`config.mk`:
```
export PLATFORM = sky130hd
export DESIGN_NAME = mem_stage_requester
export DESIGN_NICKNAME = d
export VERILOG_FILES = /design/src/rtl/mem_stage_requester.sv
export SDC_FILE = /design/constraint.sdc
export NUM_CORES = 1
export LEC_CHECK = 0
export ABC_AREA = 1
export BUFFER_PORTS_ARGS = -buffer_cell sky130_fd_sc_hd__buf_4
export CAP_MARGIN = 20
export CORE_ASPECT_RATIO = 0.7
export CORE_UTILIZATION = 44
export CTS_CLUSTER_DIAMETER = 40
export DETAILED_ROUTE_END_ITERATION = 12
export GPL_TIMING_DRIVEN = 0
export PLACE_DENSITY = 0.82
export SKIP_CTS_REPAIR_TIMING = 1
export SYNTH_ARGS = -nofsm -noshare
export SYNTH_HDL_FRONTEND = slang
export SYNTH_SLANG_ARGS = --single-unit
export TNS_END_PERCENT = 5
```
`constraint.sdc`:
```
create_clock -name clk -period 2 [get_ports clk]
set_input_delay 0.3 -clock clk [delete_from_list [all_inputs] [get_ports clk]]
set_output_delay 0.3 -clock clk [all_outputs]
set_load 0.05 [all_outputs]
```
`src/rtl/mem_stage_requester.sv`:
```
// MEM-stage memory requester: turns the pipeline's load/store enables into a
// req/ack transaction on a multi-cycle word memory, stalling the pipeline via
// `ready` until the access completes, is rejected as out of range, or times out.
module mem_stage_requester #(
    parameter int unsigned BASE_ADDR  = 1024,
    parameter int unsigned WORD_COUNT = 64,
    parameter int unsigned TIMEOUT    = 15
) (
    input  logic        clk,
    input  logic        rst,
    input  logic        mem_r_en,
    input  logic        mem_w_en,
    input  logic [31:0] addr_in,
    input  logic [31:0] wdata_in,
    output logic        ready,
    output logic [31:0] rdata_out,
    output logic        err,
    output logic        mem_req,
    output logic        mem_we,
    output logic [31:0] mem_addr,
    output logic [31:0] mem_wdata,
    input  logic        mem_ack,
    input  logic [31:0] mem_rdata
);

    typedef enum logic [1:0] {
        S_IDLE,
        S_WAIT,
        S_DONE
    } state_t;

    // Last WAIT count before the access is given up on (TIMEOUT is 1..255).
    localparam logic [7:0] TIMEOUT_LAST = 8'(TIMEOUT - 1);

    state_t      state_q, state_d;
    logic        mem_req_q, mem_req_d;
    logic        mem_we_q, mem_we_d;
    logic [31:0] mem_addr_q, mem_addr_d;
    logic [31:0] mem_wdata_q, mem_wdata_d;
    logic [31:0] rdata_q, rdata_d;
    logic        err_q, err_d;
    logic [7:0]  cnt_q, cnt_d;

    logic        active;
    logic [31:0] word_index;
    logic        out_of_range;

    // Request decode and byte-address to word-index translation; the low two
    // address bits are dropped by the shift, and addresses below the base are
    // caught separately because the subtraction would wrap.
    always_comb begin
        active       = mem_r_en | mem_w_en;
        word_index   = (addr_in - BASE_ADDR) >> 2;
        out_of_range = (addr_in < BASE_ADDR) || (word_index >= WORD_COUNT);
    end

    // Register update; reset overrides any in-flight access.
    always_ff @(posedge clk) begin
        if (rst) begin
            state_q     <= S_IDLE;
            mem_req_q   <= 1'b0;
            mem_we_q    <= 1'b0;
            mem_addr_q  <= 32'd0;
            mem_wdata_q <= 32'd0;
            rdata_q     <= 32'd0;
            err_q       <= 1'b0;
            cnt_q       <= 8'd0;
        end else begin
            state_q     <= state_d;
            mem_req_q   <= mem_req_d;
            mem_we_q    <= mem_we_d;
            mem_addr_q  <= mem_addr_d;
            mem_wdata_q <= mem_wdata_d;
            rdata_q     <= rdata_d;
            err_q       <= err_d;
            cnt_q       <= cnt_d;
        end
    end

    // Next-state logic; everything holds unless a transition says otherwise,
    // which keeps the memory-side fields stable for the whole request.
    always_comb begin
        state_d     = state_q;
        mem_req_d   = mem_req_q;
        mem_we_d    = mem_we_q;
        mem_addr_d  = mem_addr_q;
        mem_wdata_d = mem_wdata_q;
        rdata_d     = rdata_q;
        err_d       = err_q;
        cnt_d       = cnt_q;

        unique case (state_q)
            S_IDLE: begin
                if (active) begin
                    if (out_of_range) begin
                        err_d   = 1'b1;
                        rdata_d = 32'd0;
                        state_d = S_DONE;
                    end else begin
                        mem_addr_d  = word_index;
                        mem_wdata_d = wdata_in;
                        mem_we_d    = mem_w_en;
                        mem_req_d   = 1'b1;
                        cnt_d       = 8'd0;
                        state_d     = S_WAIT;
                    end
                end
            end

            S_WAIT: begin
                if (mem_ack) begin
                    mem_req_d = 1'b0;
                    if (!mem_we_q) begin
                        rdata_d = mem_rdata;
                    end
                    state_d = S_DONE;
                end else if (cnt_q == TIMEOUT_LAST) begin
                    mem_req_d = 1'b0;
                    err_d     = 1'b1;
                    if (!mem_we_q) begin
                        rdata_d = 32'd0;
                    end
                    state_d = S_DONE;
                end else begin
                    cnt_d = cnt_q + 8'd1;
                end
            end

            S_DONE: begin
                err_d   = 1'b0;
                state_d = S_IDLE;
            end

            default: begin
                state_d = S_IDLE;
            end
        endcase
    end

    // The pipeline may advance when nothing is pending or an access just finished.
    always_comb begin
        ready = ((state_q == S_IDLE) && !active) || (state_q == S_DONE);
    end

    assign rdata_out = rdata_q;
    assign err       = err_q;
    assign mem_req   = mem_req_q;
    assign mem_we    = mem_we_q;
    assign mem_addr  = mem_addr_q;
    assign mem_wdata = mem_wdata_q;

endmodule

```
=== Word-level counts from Yosys, hierarchy flattened ===
Cells that the tools add are included.

* Register bits after elaboration: 107
* Input port bits: 101
* Output and inout port bits: 100
* Word-level logic and storage cells: 65

* $lt $le $gt $ge: 2
* Reductions and logical operators: 13
* Add/subtract/negate cells: 2
* Mux-type cells: 27
* Bitwise logic cells: 2
* Equality and inequality tests: 11

{| class="wikitable"
|+ Operators by type and width
! kind !! number
|-
| 2-to-1 mux 32 bit || 6
|-
| one-hot mux 32 bit (2 select lines) || 1
|-
| < comparator 32 x 11 -> 1 bit, second input constant || 1
|-
| 2-to-1 mux 8 bit || 4
|-
| subtractor 32 x 11 -> 32 bit, second input constant || 1
|-
| >= comparator 30 x 7 -> 1 bit, second input constant || 1
|-
| one-hot mux 8 bit (2 select lines) || 1
|-
| AND reduction 5 bit || 3
|-
| inequality test 2 bit, second input constant || 7
|-
| adder 8 x 1 -> 8 bit, second input constant || 1
|-
| == test 8 x 4 -> 1 bit, second input constant || 1
|-
| 2-to-1 mux 1 bit || 8
|-
| 2-to-1 mux 2 bit || 4
|-
| one-hot mux 2 bit (2 select lines) || 1
|-
| AND reduction 4 bit || 1
|-
| inequality test 3 bit, second input constant || 1
|-
| one-hot mux 1 bit (3 select lines) || 1
|-
| AND reduction 3 bit || 1
|-
| nonzero test 3 bit || 1
|-
| == test 2 x 1 -> 1 bit, second input constant || 1
|-
| == test 2 bit, second input constant || 1
|-
| zero test 2 bit || 1
|-
| logical OR 1 bit || 2
|-
| one-hot mux 1 bit (2 select lines) || 1
|-
| 6 further kinds || 6
|}

=== Longest topological paths before layout ===
Gate-level depths: netlist (run 1).

* Depth after elaboration: 6
* Mapped depth: 17
* Depth with buffers taken out: 16

=== Worst setup path before layout (run 1) ===
Ideal clock, no wire load.

* Path kind: in2reg
* Start: input addr_in[10]
* End: register mem_wdata_q[21] (netlist: mem_wdata[21])
* Required time: 1882 ps
* Stages on the path: 15
* Data arrival time: 2023 ps
* Library setup time: 118 ps
* Buffers on the path: 2
* Slack: -140 ps
* Path through: inv_1 > ha_1 > nand2_2 > nor2_4 > nand2_2 > nor2_2 > nand3_1 > nand2_1 > nand2_1 > nor2_4 > nand4_2 > buf_6 > buf_6 > o21ai_1 > a21oi_2

* Word-level cells in the longest chain between the ends: 5
* Elaborated cells between the ends (all ways): 6
* Those cells by class: add/sub (1); order compare (2); bitwise (1); reduce/logical (2)

{| class="wikitable"
|+ Ends and longest elaborated chain
! item !! line !! RTL
|-
| start: declaration || 13 || <nowiki>input logic [31:0] addr_in,</nowiki>
|-
| subtractor 32 x 11 -> 32 bit || 53 || <nowiki>word_index = (addr_in - BASE_ADDR) >> 2;</nowiki>
|-
| >= comparator 30 x 7 -> 1 bit || 54 || <nowiki>out_of_range = (addr_in < BASE_ADDR) || (word_index >= WORD_COUNT);</nowiki>
|-
| logical OR 1 bit (*) || 54 ||
|-
| NOT 1 bit (no line) (*) || n/a ||
|-
| AND reduction 3 bit (no line) (*) || n/a ||
|-
| end signal: assignment || 73 || <nowiki>mem_wdata_q <= mem_wdata_d;</nowiki>
|-
| end: declaration || 39 || <nowiki>logic [31:0] mem_wdata_q, mem_wdata_d;</nowiki>
|}

Every way passes the cells marked *; elsewhere a longest branch is shown, timed or not.
A chain may end at the register's enable or synchronous reset.

=== Worst setup path after layout (run 1) ===
* Start: input addr_in[10]
* End: register mem_wdata_q[18] (netlist: mem_wdata[18])

* Word-level cells in the longest chain between the ends: 5
* Elaborated cells between the ends (all ways): 6
* Those cells by class: add/sub (1); order compare (2); bitwise (1); reduce/logical (2)

{| class="wikitable"
|+ Ends and longest elaborated chain
! item !! line !! RTL
|-
| subtractor 32 x 11 -> 32 bit || 53 ||
|-
| net word_index[8] || 45 || <nowiki>logic [31:0] word_index;</nowiki>
|-
| >= comparator 30 x 7 -> 1 bit || 54 ||
|-
| logical OR 1 bit || 54 ||
|-
| NOT 1 bit (no line) || n/a ||
|-
| AND reduction 3 bit (no line) || n/a ||
|}

The timed path passes the listed nets, and every way through them passes these cells.

==> metrics.csv, run 1 <==
metric,value,unit
synth_enable_flop_cells,0,
p_total,4390,uW
synth_top_area_share,0.416,
cellPowerDensity,574,nW/um^2
final_cells,1108,
setup_slack,-0.0460,ns
drcViolationCount,0,
max_freq,0.489,GHz
numCtsBuffers,9,
place_area,6820,um^2
async_flop_share,0,
synth_area_leaders,"dfxtp_1 (42%), nand2_1 (10%), a21oi_1 (7.3%)",
synth.most_common_cell,nand2_1,
slew_violations,0,
synth_top_area_cell,dfxtp_1,
drv_cap,0,
area_growth_syn_to_layout,48.7,%
placedCellCount,1076,
cts_max_level,3,
hold_path.startpoint,addr_in[10],
holdCritPathClass,in -> reg,
place.detailed.hpwl,10700,um
vias,5505,
wl_per_cell,13.7,um
cp_data_required_time,2.23,ns
grt_pass1_wl,23000,um
drt-total-wl,15200,um
finalCritPeriodShare,1.02,
avgViaCountPerCell,4.97,
endpoint_kind,register,
p_leak,0.00343,uW
fin_skew,0.00602,ns
ir_drop,432,uV
setup_violations,17,
crit_arrival,2.28,ns
gp_congestion,0.850,
min_delay_path_depth,2,
tns,-0.246,ns
root_buffer,clkbuf_16,
overflow,0,
hold_viol,0,
rsz0062_at_grt,yes,
syn_inst,728,
insertedDiodeCount,0,
r2r-start,cnt_q[0],
die_h,92.5,um
grt_max_degree,19,
critical_path_class,in -> reg,
rr_worst_depth,11,
clk_path_buf_depth,2,
drt_iter0_markers,282,
die_w,131,um
finalInstanceArea,7660,um^2
initial_core_util,0.459,
layout-drive-gt1-share,0.369,
rows,32,
ios,201,
clk_pin_slew,0.07,ns
violations,setup timing,
clock_sinks,107,
synth_common_cells,"nand2_1 (140), dfxtp_1 (107), inv_1 (92), nor2_1 (77), a21oi_1 (75)",
seq_area_frac_synth,0.416,
port_buffers,194,
worst_slew_pin_slew,0.722,ns
syn-cell-area,5150,um^2
avgSynthCellArea,7.07,um^2
grt_pass1_vias,4816,
coreArea,11200,um^2
synth_cell_types,34,
grtUsageTotal,0.230,
antenna_found_initial,0,
dpl_worst_slack,-0.496,ns
dieArea,12100,um^2
synthFlopType,dfxtp_1,
yosys_warnings,0,
ys_ff_latch,107,
firstDrtPassIters,5,
cts_tree,done,
nets,1055,
critPathLaunchType,input pin,
clock_latency,0.34,ns
timing.final.crit_period,2.05,ns
outcome,finished with violations,
reg2reg_slack,0,ns
relSlewSlack,0.519,
ant_nets,0,
cp_max_fo,10,
setup.worst_path.start,addr_in[10],
layout make-up:
type / instances / area (um^2)
multi-input combinational: 482 / 2700
fill: 974 / 3550
tap: 153 / 191
buffer: 45 / 338
timing repair buffer: 210 / 1620
clock buffer: 11 / 243
sequential: 107 / 2150
inverter: 95 / 363
clock inverter: 5 / 46.3
final timing paths:
path                         to
hold reg to reg     mem_addr[1]
hold / removal      mem_addr[8]
setup reg to reg  rdata_out[22]
setup / recovery  mem_wdata[18]
per-layer routing:
metal | GRT usage | vias to the layer above | share of wire
met4 | 0.0446 | 0 | 0.012
li1 | - | 2788 | -
met2 | 0.355 | 193 | 0.44
met5 | 0 | - | 0
met1 | 0.309 | 2507 | 0.45
met3 | 0.0859 | 17 | 0.097
through the flow:
step / hold slack (ns) / util
4_1_cts: 0.161 / 0.634
3_5_place_dp: 0.435 / 0.608
6_report: 0.137 / 0.683
2_1_floorplan: 0.387 / -
3_3_place_gp: 0.432 / 0.608
5_1_grt: 0.135 / 0.683
worst max-delay path, stage by stage:
cell and delay (ns):
buf_8 0.10, clkinvlp_4 0.10, ha_4 0.18, nand2_4 0.08, nor2_4 0.15, nand2_1 0.07
nand2_1 0.08, nand3_2 0.06, nor2_1 0.12, nand2_1 0.09, nor2_4 0.20, nand4_4 0.19
buf_8 0.20, buf_12 0.15, o21ai_2 0.13, a21oi_1 0.06
where the power goes:
part	internal [uW]	leakage, uW	switching [uW]
Clock	901	0.000136	831
Combinational	244	0.00243	286
Sequential	2130	0.000865	4.22
flip-flops by register name (all words and copies together), names as in the netlist:
name / flops
err: 1
mem_we: 1
rdata_out: 32
cnt_q: 8
mem_req: 1
state_q: 2
mem_wdata: 32
mem_addr: 30
cells by family (layout without fill, tap and decap cells):
family	after synthesis	after routing	synth area share
DFF	107	107	0.416
other	1	2	0.000729
and+or+nand+nor	339	339	0.307
adders and majority gates	4	4	0.00972
buffers and inverters	140	366	0.119
xor gates and xnor gates	9	9	0.0153
AOI/OAI and AO/OA	128	128	0.132
layout by cell type, fill, tap and decap left out, drive strengths merged, types with 2 or more instances in the layout:
cell type	count
a21oi	84
ha	4
xor2	5
clkinv	2
nand2	147
o21ai	43
nand4	42
inv	95
nand3b	4
nor2	93
buf	233
nand3	48
conb	2
clkbuf	33
clkinvlp	3
dfxtp	107
xnor2	4
No activity file was read; power rests on OpenSTA's default activity.
==> run 2, diff against run 1 <==
==> constraint.sdc (replaced) <==
create_clock -name clk -period 2 [get_ports clk]
set_input_delay 0.2 -clock clk [delete_from_list [all_inputs] [get_ports clk]]
set_output_delay 0.2 -clock clk [all_outputs]
set_load 0.05 [all_outputs]
==> run 2 against run 1 <==
Compared with the run above:
- the flow still finishes with violations (setup timing)
- die area is the same
- sequential share of layout area grew 1.1 points
- worst setup slack lost 0.025 ns
- routed wire length shrank 2.8%
- register-to-register slack lost 0.07 ns
- critical path type is now reg -> reg
- highest routed layer unchanged
==> metrics.csv, run 2 (synthesized netlist as in run 1, its figures left out) <==
metric,value,unit,change
drt_iter0_markers,201,,-29%
outcome,finished with violations,,
timing.final.crit_period,2.07,ns,+0.0246 ns
coreArea,11200,um^2,unchanged
die_h,92.5,um,unchanged
reg2reg_slack,-0.07,ns,-0.07 ns
clk_path_buf_depth,2,,unchanged
holdCritPathClass,in -> reg,,
dpl_worst_slack,-0.510,ns,-0.0143 ns
wl_per_cell,13.4,um,-1.9%
fin_skew,0.0123,ns,+0.00626 ns
ios,201,,unchanged
port_buffers,194,,unchanged
fillers,991,,+1.7%
rr_worst_depth,13,,+2
setup_slack,-0.0706,ns,-0.0246 ns
cp_max_fo,10,,unchanged
grt_pass1_wl,23300,um,+1.5%
rows,32,,unchanged
drt-total-wl,14700,um,-2.8%
gp_congestion,0.841,,-1.1%
cellPowerDensity,578,nW/um^2,+0.72%
cts_tree,done,,
root_buffer,clkbuf_16,,
finalCritPeriodShare,1.04,,+0.0123
drcViolationCount,0,,unchanged
firstDrtPassIters,5,,unchanged
hold_viol,0,,unchanged
mostFrequentLayoutCell,buf_4,,
critPathLaunchType,register,,
layout-drive-gt1-share,0.332,,-0.0363
layout_common_cells,"buf_4 (208), nand2_1 (136), dfxtp_1 (103)",,
clock_sinks,107,,unchanged
grtUsageTotal,0.233,,+0.00251
drv_cap,0,,unchanged
initial_core_util,0.459,,unchanged
numCtsBuffers,9,,unchanged
tns,-1.62,ns,-1.37 ns
ir_drop,450,uV,+4.2%
violations,setup timing,,
insertedDiodeCount,0,,unchanged
area_growth_syn_to_layout,43.1,%,
p_leak,0.00329,uW,-4.0%
relSlewSlack,0.543,,+0.0238
r2r-start,cnt_q[0],,
endpoint_kind,register,,
rsz0062_at_grt,yes,,
cts_max_level,3,,unchanged
endpoint,mem_wdata[25],,
met1_usage,0.306,,-0.00290
grt.met3_usage,0.0777,,-0.00821
grt_max_degree,18,,-1
grt-busiest-layer,met2,,
setup.worst_path.start,cnt_q[0],,
clk_pin_slew,0.07,ns,about the same
fin_util,0.657,,-0.0260
dieArea,12100,um^2,unchanged
grt_pass1_vias,5025,,+4.3%
slew_violations,0,,unchanged
worst_slew_pin_slew,0.686,ns,-0.0357 ns
vias,5461,,-0.80%
place.detailed.hpwl,10700,um,about the same
antenna_found_initial,0,,unchanged
cp_data_required_time,2.24,ns,about the same
setup_violations,53,,+36
crit_arrival,2.31,ns,+0.03 ns
r2r_end,mem_wdata[25],,
critical_path_class,reg -> reg,,
avgViaCountPerCell,4.97,,+0.10%
grt_use_met2,0.364,,+0.00975
overflow,0,,unchanged
nets,1045,,-0.95%
die_w,131,um,unchanged
max_freq,0.483,GHz,-1.2%
clock_latency,0.34,ns,about the same
finalInstanceArea,7360,um^2,-3.8%
ant_nets,0,,unchanged
place_area,6800,um^2,-0.20%
run 2: cell count changes in the layout (fill, tap and decap cells not counted), sizes merged:
cell	before	now
clkinv	2	3
clkinvlp	3	2
clkbuf	33	36
buf	233	220
run 2: per-stage QoR:
| stage | instances | hold slack (ns) | total power, uW |
|---|---|---|---|
| 2_1_floorplan | 729 | 0.287 | 2400 |
| 3_3_place_gp | 1076 | 0.397 | 2620 |
| 3_5_place_dp | 1076 | 0.404 | 2620 |
| 4_1_cts | 1092 | 0.0383 | 4250 |
| 5_1_grt | 1098 | 0.0490 | 4420 |
| 6_report | 1098 | 0.0572 | 4260 |
run 2: worst min-delay path by stage:
| stage | startpoint | to | slack (ns) | depth (start not counted) |
|---|---|---|---|---|
| floorplan | addr_in[10] | mem_addr[8] | 0.29 | 1 |
| global placement | addr_in[10] | mem_addr[8] | 0.40 | 2 |
| detailed placement | addr_in[10] | mem_addr[8] | 0.40 | 2 |
| CTS | addr_in[10] | mem_addr[8] | 0.04 | 2 |
| global route | addr_in[10] | mem_addr[8] | 0.05 | 2 |
| finish | addr_in[10] | mem_addr[8] | 0.06 | 2 |
run 2: layout make-up:
cell class | count | area, um^2 | area share
Inverter | 95 | 362 | 0.0491
Timing Repair Buffer | 200 | 1520 | 0.206
Clock inverter | 5 | 37.5 | 0.00510
Multi-Input combinational cell | 482 | 2570 | 0.349
Sequential cell | 107 | 2150 | 0.292
Clock buffer | 11 | 233 | 0.0316
Buffer | 45 | 300 | 0.0408
Tap cell | 153 | 191 | 0.0260
run 2: worst max-delay path, cell delays in order (launching register included):
cell and delay (ns):
dfxtp_2 0.34, inv_4 0.07, ha_4 0.13, nand2_2 0.06, nor4_4 0.29, nor2_2 0.10, nand2_2 0.13, nand2_4 0.08
inv_4 0.07, nand4_4 0.16, buf_8 0.20, buf_12 0.15, o21ai_4 0.14, a21oi_2 0.04
run 2: report_power, final:
group | internal (uW) | switching [uW]
Clock | 852 | 800
Sequential | 2130 | 3.68
Combinational | 212 | 260
Total | 3190 | 1060
run 2: layer usage:
metal  wire [um]  vias up
met4         173        0
li1            -     2777
met3        1370       14
met1        6740     2469
met5           0        -
met2        6450      201
==> run 3, diff against run 2 <==
Settings changed: CORE_MARGIN from default to 8.
==> run 3 against run 2 <==
Compared with the run above:
- the flow still finishes with violations (setup timing)
- global-route usage shrank 3.8 points
- total power grew 1.9%
- critical path depth is the same
- via count shrank 0.42%
- register-to-register slack gained 0.06 ns
- fmax grew 2.8%
- sequential cell count is the same
- final area grew 2.5%
- sequential power is essentially flat
- highest routed layer unchanged
==> metrics.csv, run 3 (synthesized netlist as in run 1, its figures left out) <==
metric,value,unit,change
outcome,finished with violations,,
violations,setup timing,,
area_growth_syn_to_layout,46.7,%,
drv_cap,0,,unchanged
rsz0062_at_grt,yes,,
endpoint_kind,register,,
slowest_delay,0.34,ns,about the same
coreArea,11600,um^2,+3.1%
antenna_found_initial,0,,unchanged
setup_slack,-0.0136,ns,+0.0570 ns
finalCritPeriodShare,1.01,,-0.0285
crit_slowest_cell,dfxtp_2,,
cp_max_fo,10,,unchanged
die_w,145,um,+11%
clock_latency,0.34,ns,about the same
critical_path_class,reg -> reg,,
placedCellCount,1080,,+0.37%
grt_pass1_vias,5159,,+2.7%
clock_sinks,107,,unchanged
setup_violations,1,,-98%
critPathLaunchType,register,,
vias,5438,,-0.42%
layout_common_cells,"buf_4 (210), nand2_1 (134), dfxtp_1 (103)",,
cp_data_required_time,2.24,ns,about the same
p_leak,0.00340,uW,+3.2%
relSlewSlack,0.595,,+0.0526
cts_tree,done,,
grt_max_degree,20,,+2
whs,0.0711,ns,+0.0139 ns
slew_violations,0,,unchanged
fin_skew,0.0102,ns,-0.00205 ns
reg2reg_slack,-0.01,ns,+0.06 ns
port_buffers,194,,unchanged
layout-drive-gt1-share,0.358,,+0.0259
mostFrequentLayoutCell,buf_4,,
clk_path_buf_depth,2,,unchanged
avgViaCountPerCell,4.90,,-1.4%
gp_congestion,0.855,,+1.8%
timing.final.crit_period,2.01,ns,-0.0570 ns
clk_pin_slew,0.08,ns,about the same
drt-total-wl,16300,um,+11%
numCtsBuffers,9,,unchanged
fin_util,0.653,,-0.00378
place.detailed.hpwl,12100,um,+13%
grtUsageTotal,0.195,,-0.0379
ir_drop,497,uV,+10%
crit_chain,inv_4 > ha_4 > nand2_4 > nor4_4 > nor2_2 > nand2_2 > nand2_4 > inv_4 > nand4_4 > buf_8 > buf_8 > o21ai_1 > a21oi_1,,
drt_iter0_markers,226,,+12%
dieArea,15500,um^2,+27%
dpl_worst_slack,-0.466,ns,+0.0438 ns
cts_max_level,3,,unchanged
worst_slew_pin_slew,0.607,ns,-0.0789 ns
ant_nets,0,,unchanged
cellPowerDensity,574,nW/um^2,-0.66%
insertedDiodeCount,0,,unchanged
holdCritPathClass,in -> reg,,
crit_arrival,2.25,ns,-0.06 ns
overflow,0,,unchanged
ios,201,,unchanged
fillers,1016,,+2.5%
root_buffer,clkbuf_16,,
p_total,4340,uW,+1.9%
drcViolationCount,0,,unchanged
initial_core_util,0.445,,-0.0139
firstDrtPassIters,5,,unchanged
wl_per_cell,14.7,um,+9.5%
max_freq,0.497,GHz,+2.8%
final_cells,1109,,+1.0%
nets,1052,,+0.67%
cpLargestDelayFamily,simple AND/OR/NAND/NOR gates,,
critical_path_buf_inv_count,4,,unchanged
die_h,106,um,+15%
hold_viol,0,,unchanged
grt_pass1_wl,25300,um,+8.7%
rows,33,,+3.1%
run 3: cell types whose count changed in the layout (fill, tap and decap cells not counted), moves of 3 or more:
cell and delta:
clkbuf_1 -4, a21oi_1 -5, a21oi_2 +5, nor2_2 +3
nand3_2 +4, buf_6 +5, clkbuf_2 +3, nand2_4 +4
nor2_1 -4, nand3_1 -5, o21ai_0 +3
run 3: metal layers:
metal,track usage,wire [um],vias up
li1,-,-,2780
met1,0.247,7340,2459
met2,0.304,7190,188
met3,0.0887,1650,11
met4,0.0333,113,0
met5,0,0,-
run 3: power breakdown:
part | total, uW | internal [uW] | switching (uW)
sequential | 2130 | 2130 | 3.59
combinational | 496 | 226 | 270
clock | 1710 | 875 | 834
run 3: area by class of cell:
type | count | area (um^2) | area share
multi-input combinational | 482 | 2650 | 0.350
sequential | 107 | 2150 | 0.285
timing repair buffer | 207 | 1590 | 0.210
inverter | 95 | 364 | 0.0482
buffer | 45 | 315 | 0.0418
clock buffer | 10 | 229 | 0.0303
tap | 157 | 196 | 0.0260
clock inverter | 6 | 57.6 | 0.00762
run 3: final timing paths:
| kind | startpoint | end | cells after the start |
|---|---|---|---|
| max | cnt_q[0] | mem_wdata[13] | 13 |
| min | addr_in[10] | mem_addr[8] | 2 |
| max reg2reg | cnt_q[0] | mem_wdata[13] | 13 |
| min reg2reg | mem_addr[2] | mem_addr[2] | 2 |
run 3: stage by stage:
step	setup TNS [ns]	cell area [um^2]
3_3_place_gp	-37.84	6810
5_1_grt	-5.68	7550
3_5_place_dp	-39.66	6810
4_1_cts	-22.56	7090
2_1_floorplan	0	5150
6_report	-0.0136	7550
